### src/rtl/sdm_feed_ctrl.sv
// sdm_feed_ctrl
// Sample scheduler and soft-mute controller in front of the 1-bit
// sigma-delta modulator. Once per oversampling period it pulls one PCM
// sample from the upstream valid/ready source and holds it on the
// modulator input for the whole period. On enable/disable it ramps a
// gain linearly between midscale and the signal, so the 1-bit stream
// never clicks on start or stop. Missing samples are flagged as underruns.
// Everything runs in the clk_fast domain.

`timescale 1ns/1ps

module sdm_feed_ctrl #(
  parameter int W     = 12,
  parameter int OSR_W = 8,
  parameter int G_W   = 6
) (
  input  logic             clk_fast,
  input  logic             rst,
  input  logic             enable,
  input  logic [OSR_W-1:0] osr,
  input  logic [W-1:0]     s_data,
  input  logic             s_valid,
  output logic             s_ready,
  output logic [W-1:0]     sdm_din,
  output logic             underrun,
  output logic             underrun_sticky,
  input  logic             clr_flags,
  output logic [1:0]       state
);

  typedef enum logic [1:0] {
    ST_IDLE    = 2'd0,
    ST_RAMP_UP = 2'd1,
    ST_RUN     = 2'd2,
    ST_RAMP_DN = 2'd3
  } state_t;

  // Midscale of the unsigned offset-binary sample, full gain and unit gain.
  localparam logic [W-1:0]   MID    = {1'b1, {(W-1){1'b0}}};
  localparam logic [G_W:0]   G_FULL = {1'b1, {G_W{1'b0}}};
  localparam logic [G_W:0]   G_ONE  = {{G_W{1'b0}}, 1'b1};
  localparam int             PW     = W + G_W + 2;

  state_t             st;
  state_t             st_nxt;
  logic [OSR_W-1:0]   cnt;
  logic [G_W:0]       g;
  logic [G_W:0]       g_nxt;
  logic [W-1:0]       hold;
  logic [W-1:0]       hold_nxt;
  logic [W-1:0]       din_nxt;
  logic signed [W:0]  d;
  logic signed [PW-1:0] p;
  logic               tick;
  logic               active;
  logic               xfer;
  logic               unused_p_bits;

  // The >= compare makes a lowered osr wrap immediately instead of
  // counting all the way round the counter first.
  assign tick   = (cnt >= osr);
  assign active = (st != ST_IDLE);

  // One transfer slot per period; a reset cycle never accepts or flags anything.
  assign s_ready  = tick && active && !rst;
  assign underrun = tick && active && !s_valid && !rst;
  assign xfer     = s_ready && s_valid;
  assign state    = st;

  // Next-state, gain and held-sample decisions; all of them move only on a tick.
  always_comb begin
    st_nxt   = st;
    g_nxt    = g;
    hold_nxt = hold;
    if (xfer) begin
      hold_nxt = s_data;
    end
    if (tick) begin
      case (st)
        ST_IDLE: begin
          g_nxt = '0;
          if (enable) begin
            st_nxt = ST_RAMP_UP;
          end
        end
        ST_RAMP_UP: begin
          // A reversal out of a ramp-down can re-enter here already at full
          // gain, so saturate rather than step past 2^G_W.
          if (!enable) begin
            st_nxt = ST_RAMP_DN;
          end else if (g >= G_FULL - G_ONE) begin
            g_nxt  = G_FULL;
            st_nxt = ST_RUN;
          end else begin
            g_nxt = g + G_ONE;
          end
        end
        ST_RUN: begin
          g_nxt = G_FULL;
          if (!enable) begin
            st_nxt = ST_RAMP_DN;
          end
        end
        ST_RAMP_DN: begin
          // A disable on the very first ramp-up tick arrives here with g=0,
          // so treat g<=1 as the last step instead of wrapping below zero.
          if (enable) begin
            st_nxt = ST_RAMP_UP;
          end else if (g <= G_ONE) begin
            g_nxt    = '0;
            st_nxt   = ST_IDLE;
            hold_nxt = MID;
          end else begin
            g_nxt = g - G_ONE;
          end
        end
        default: begin
          st_nxt = ST_IDLE;
        end
      endcase
    end
  end

  // Gain scaling around midscale: MID + floor((hold-MID)*g / 2^G_W), taken
  // from the post-tick values so the output lands one cycle after the tick.
  always_comb begin
    d = $signed({1'b0, hold_nxt}) - $signed({1'b0, MID});
    p = $signed({{(G_W+1){d[W]}}, d}) * $signed({{(W+1){1'b0}}, g_nxt});
    din_nxt = MID + p[W+G_W-1:G_W];
    unused_p_bits = ^{p[G_W-1:0], p[PW-1:W+G_W]};
  end

  // State, period counter, datapath registers and the sticky underrun flag.
  always_ff @(posedge clk_fast) begin
    if (rst) begin
      st              <= ST_IDLE;
      cnt             <= '0;
      g               <= '0;
      hold            <= MID;
      sdm_din         <= MID;
      underrun_sticky <= 1'b0;
    end else begin
      st      <= st_nxt;
      cnt     <= tick ? '0 : cnt + 1'b1;
      g       <= g_nxt;
      hold    <= hold_nxt;
      sdm_din <= din_nxt;
      if (underrun) begin
        underrun_sticky <= 1'b1;
      end else if (clr_flags) begin
        underrun_sticky <= 1'b0;
      end
    end
  end

endmodule

### config.mk
export PLATFORM = sky130hd
export DESIGN_NAME = sdm_feed_ctrl
export DESIGN_NICKNAME = d
export VERILOG_FILES = /design/src/rtl/sdm_feed_ctrl.sv
export SDC_FILE = /design/constraint.sdc
export NUM_CORES = 1
export LEC_CHECK = 0
export CAP_MARGIN = 15
export CORE_MARGIN = 2
export CORE_UTILIZATION = 55
export DETAILED_ROUTE_END_ITERATION = 10
export GPL_TIMING_DRIVEN = 1
export PLACE_DENSITY = 0.76
export REMOVE_ABC_BUFFERS = 1
export SETUP_SLACK_MARGIN = 0.05
export SYNTH_ARGS = -nofsm -noshare
export SYNTH_HDL_FRONTEND = slang
export SYNTH_SLANG_ARGS = --single-unit
### constraint.sdc
create_clock -name clk_fast -period 11.05 [get_ports clk_fast]
set_input_delay 2.21 -clock clk_fast [delete_from_list [all_inputs] [get_ports clk_fast]]
set_output_delay 2.21 -clock clk_fast [all_outputs]
set_load 0.005 [all_outputs]
; ---- Word-level counts from Yosys, hierarchy flattened
; Index checks and enable logic that the tools add are counted.
[word_totals]
input_bits = 25
register_bits = 42
output_inout_bits = 17
latch_bits = 0
elab_cells = 54
rom_bits = 0
memories = 0
mem_bits_rw = 0
[op_classes]
magnitude_cmp = 3
eq_ne = 7
reduce_logical = 12
multipliers = 1
n_addsub = 5
bitwise_logic = 0
mux = 20
div = 0
n_shift = 0
[ops]
columns = cell, count
row1 = 2-to-1 mux 12 bit, 5
row2 = 2-to-1 mux 7 bit, 5
row3 = one-hot mux 7 bit (4 select lines), 1
row4 = multiplier 13 x 8 -> 18 bit, 1
row5 = subtractor 12 x 12 -> 13 bit (second input constant), 1
row6 = adder 12 bit (first input constant), 1
row7 = 2-to-1 mux 2 bit, 6
row8 = adder 8 x 1 -> 8 bit (second input constant), 1
row9 = >= comparator 8 bit, 1
row10 = one-hot mux 2 bit (4 select lines), 1
row11 = adder 7 x 1 -> 7 bit (second input constant), 1
row12 = >= comparator 7 x 6 -> 1 bit (second input constant), 1
row13 = less-or-equal comparator 7 x 1 -> 1 bit (second input constant), 1
row14 = subtractor 7 x 1 -> 7 bit (second input constant), 1
row15 = != test 3 bit (second input constant), 2
row16 = logical AND 1 bit, 5
row17 = AND reduction 5 bit, 1
row18 = == test 2 bit (second input constant), 2
row19 = != test 2 bit (second input constant), 2
row20 = nonzero test 2 bit, 2
row21 = == test 2 x 1 -> 1 bit (second input constant), 1
row22 = logical NOT 1 bit, 2
row23 = logical NOT 2 bit, 1
row24 = 2-to-1 mux 1 bit, 2
row25 = OR reduction 2 bit, 1

; ---- Logic depth before layout (Yosys ltp)
; Gate-level depths: netlist of run 1.
[logic_depth]
ltp_word = 12
mapped_depth = 30
ltp_nobuf = 28

; ---- Worst setup path after synthesis of run 1
; Ideal clock, no wire load.
[synth_path]
path_kind = input to register
startpoint = in osr[0]
endpoint = reg sdm_din[10]
arrival_ps = 8466
path_slack_ps = 2499
setup_ps = 86
path_buffers = 2
stages = 26
required_ps = 10964
path_cell_list = ha_1 > nand2b_1 > a2111oi_2 > o21a_1 > clkbuf_1 > o32ai_1 > a21oi_1 > a2bb2oi_1 > clkbuf_1 > nor2_1 > fa_1 > inv_1 > fa_1 > inv_1 > fa_1 > inv_1 > fa_1 > inv_1 > ha_1 > o21ai_0 > a221o_1 > nor4b_1 > a31oi_2 > o211ai_1 > a211oi_1 > a211oi_1
[synth_via]
elab_chain_cells = 12
word_cells_on_any_way = 13
cone_classes = add/sub (2) / mul (1) / order compare (1) / mux (6) / reduce/logical (3)
[synth_lines]
columns = element, line_no
row1 = from (decl), 20  ; input logic [OSR_W-1:0] osr,
row2 = >= comparator 8 bit (*), 61  ; assign tick = (cnt >= osr);
row3 = logical AND 1 bit (2 in a row), 65  ; assign s_ready = tick && active && !rst;
row4 = logical AND 1 bit, 67  ; assign xfer = s_ready && s_valid;
row5 = 2-to-1 mux 12 bit, 75  ; if (xfer) begin
row6 = 2-to-1 mux 12 bit, 109  ; end else if (g <= G_ONE) begin
row7 = 2-to-1 mux 12 bit, 107  ; if (enable) begin
row8 = 2-to-1 mux 12 bit, 79  ; case (st)
row9 = 2-to-1 mux 12 bit, 78  ; if (tick) begin
row10 = subtractor 12 x 12 -> 13 bit, 127  ; d = $signed({1'b0, hold_nxt}) - $signed({1'b0, MID});
row11 = multiplier 13 x 8 -> 18 bit (*), 128  ; p = $signed({{(G_W+1){d[W]}}, d}) * $signed({{(W+1){1'b0}}, g_nxt});
row12 = adder 12 bit (*), 129  ; din_nxt = MID + p[W+G_W-1:G_W];
row13 = to (signal assigned), 147  ; sdm_din <= din_nxt;
row14 = to (decl), 24  ; output logic [W-1:0] sdm_din,
; Mark *: on every way between the ends. The rest lies on a longest branch, timed or not.
; A chain may end at the register's enable or synchronous reset.

; ---- Final worst setup path of run 1
[layout_path]
startpoint = in osr[2]
endpoint = reg sdm_din[10]
; Same word-level chain as after synthesis.

==> results_dict.tcl, run 1 <==
set metrics [dict create \
    outcome "completed" \
    die_width_um 100 \
    fin_util 0.619 \
    hold_path.class "reg -> reg" \
    tightest_slew_ns 0.981 \
    die_area_um2 10100 \
    synth_seq_area_share 0.165 \
    gp_congestion 0.863 \
    fin_skew_ns 0.00668 \
    overflow 0 \
    worstPathRequired_ns 11.27 \
    cts_buffer_depth 2 \
    stdcell_count 743 \
    hold_viol 0 \
    synth.distinct_cells 62 \
    worst_slew_margin_rel 0.342 \
    cts_resized 0 \
    die_h_um 100 \
    clock.fmax_mhz 106 \
    cts.clk_slew.worst_paths_ns 0.10 \
    synthCells 611 \
    rsz0062_at_grt "no" \
    slowest_stage "nor3_2" \
    p_per_area_nw_per_um2 51.0 \
    fin_nets 765 \
    seq_area_um2 841 \
    p_leak_nw 2.42 \
    antenna_found_initial 0 \
    crit_arrival_ns 9.65 \
    cts.htree.levels 2 \
    drt_first_pass_iters 4 \
    drtIter0Drc 115 \
    cp_slowest_stage_delay_ns 0.87 \
    cts_hold_buffers 0 \
    grt_pass1_vias 4305 \
    cts_tree "done" \
    std_cell_rows 35 \
    drtAntennaViolNets 0 \
    start_util 0.560 \
    max_cap_viol_count 0 \
    slew_violations 0 \
    io-pin-count 42 \
    crit_type "in -> reg" \
    syn_area_um2 5100 \
    drt_wl_total_um 11100 \
    ir_drop_uv 46.1 \
    track_usage 0.245 \
    post_drt_wl_per_cell_um 14.9 \
    syn_area_per_cell_um2 8.35 \
    grt_max_degree 40 \
    core_area_um2 9110 \
    grt_pass1_wl_um 19800 \
    synthToLayoutAreaGrowth_pct 10.5 \
    synth_edf_count 0 \
    post-place-cells 735 \
    cts_buffers 5 \
    min_period_ns 9.43 \
    clkSinkCount 42 \
    synth_seq_cells 42 \
    setup_viol 0 \
    route.detailed.drc 0 \
    dp_hpwl_um 8770 \
    post_cts_buffers 0 \
    startpoint_type "primary input" \
    fin_tns_setup_ns 0 \
    clkLatencyLatePin_ns 0.31 \
    cts-root-buf "clkbuf_8" \
    vias 4056 \
    async_flop_share 0 \
    worst-path-max-fanout 17 \
    synthFlopType "dfxtp_1" \
    ys.warnings.count 0 \
    cp-end-kind "flip-flop" \
    port_buffers 41 \
    vias_per_cell 5.46 \
    multiInputGateArea_um2 3750 \
    min_period_over_period 0.853 \
    n_antenna_cell 0 \
    fillCellCount 812 \
    drive_gt1_frac 0.0712 \
]
[synth_stat cells, drive strengths merged, types with 10 or more instances]
cell type  number  area [µm²]
fa             60        1200
a21oi          28         148
xnor2          10        87.6
ha             49         613
or2            18         113
inv            99         372
clkbuf         25        93.8
nand2          14        52.6
nand2b         11        68.8
dfxtp          42         841
mux2i          13         130
nand3          10        50.1
nor2          119         447
nor3           13        65.1
o21ai          12        63.8
[sequential cells by signal, indices dropped and copies added, names as in the netlist]
name / cells
cnt: 8
underrun_sticky: 1
g: 7
state: 2
sdm_din: 12
hold: 12
[kinds of logic (layout without fill, tap and decap cells)]
kind of cell | count (synthesis) | in the layout | synth area share
AND/OR/NAND/NOR | 215 | 215 | 0.200
buffers and inverters | 131 | 152 | 0.101
adder cells (fa/ha/maj) | 109 | 109 | 0.356
AO/OA/AOI/OAI | 83 | 83 | 0.122
flip-flops | 42 | 42 | 0.165
XOR/XNOR | 17 | 17 | 0.0292
multiplexers | 14 | 14 | 0.0277
[layer usage]
layer | track usage | part of all wire | routed length (µm)
met1 | 0.308 | 0.43 | 4780
met5 | 0 | 0 | 0
met3 | 0.0272 | 0.030 | 329
met4 | 0.0495 | 0.010 | 114
met2 | 0.455 | 0.53 | 5840
[path summary, 6_finish.rpt]
path,depth (start not counted),startpoint,endpoint,slack (ns)
worst min-delay path,1,underrun_sticky$_SDFFE_PP0P_,underrun_sticky$_SDFFE_PP0P_,0.46
worst min register to register,1,underrun_sticky$_SDFFE_PP0P_,underrun_sticky$_SDFFE_PP0P_,0.46
worst max register to register,23,cnt[2]$_SDFF_PP0_,sdm_din[10]$_SDFF_PP0_,3.62
worst max-delay path,25,osr[2],sdm_din[10]$_SDFF_PP0_,1.62
[placed cells by master, fill, tap and decap left out, types with 3 or more instances in the layout]
cell type,count
nor2_1,119
inv_1,99
fa_1,60
ha_1,49
dfxtp_1,42
clkdlybuf4s50_1,41
a21oi_1,26
or2_2,18
nand2_1,14
mux2i_1,13
nor3_1,12
nand2b_1,11
o21ai_0,10
nand3_1,10
xnor2_1,10
a211oi_1,7
xor2_1,7
nor2b_1,5
clkbuf_8,5
o21a_1,4
and3_1,4
or3_1,4
o211ai_1,4
buf_4,4
nand4_1,3
[report_power, final]
part           leakage, nW  internal (mW)  total (mW)  switching [mW]
logic                 2.04         0.0127      0.0240          0.0113
clock network       0.0408         0.0454       0.110          0.0645
registers            0.339          0.152       0.154         0.00149
[worst max-delay path, delay by kind of cell]
family,cells,cell delay [ns]
mux,1,0.17
fa+ha+maj,6,2.68
compound gates,8,1.98
buf+inv,5,0.63
simple gates,5,1.96
[per-stage QoR]
stage / cell area [µm²] / setup slack (ns) / total power, mW / hold slack [ns]
after detailed placement: 5550 / 1.31 / 0.181 / 0.438
final: 5640 / 1.62 / 0.288 / 0.459
after global placement: 5550 / 1.53 / 0.181 / 0.431
after CTS: 5640 / 1.59 / 0.291 / 0.461
after floorplan: 4960 / 2.02 / 0.166 / 0.449
after global routing: 5640 / 1.19 / 0.299 / 0.488
[final cells by class]
| class | count | share of cell area |
|---|---|---|
| sequential | 42 | 0.149 |
| tap | 111 | 0.0246 |
| clock buffer | 5 | 0.0122 |
| inverter | 99 | 0.0659 |
| clock inverter | 3 | 0.00422 |
| multi-input combinational | 438 | 0.666 |
| timing repair buffer | 45 | 0.0781 |
(Power assumes the default switching activity.)
==> run 2: changes to the inputs <==
- CTS_BUF_LIST: default -> sky130_fd_sc_hd__clkbuf_8
==> results of run 2 <==
Same layout as run 1: the final DEF is identical, and so are final timing and power.
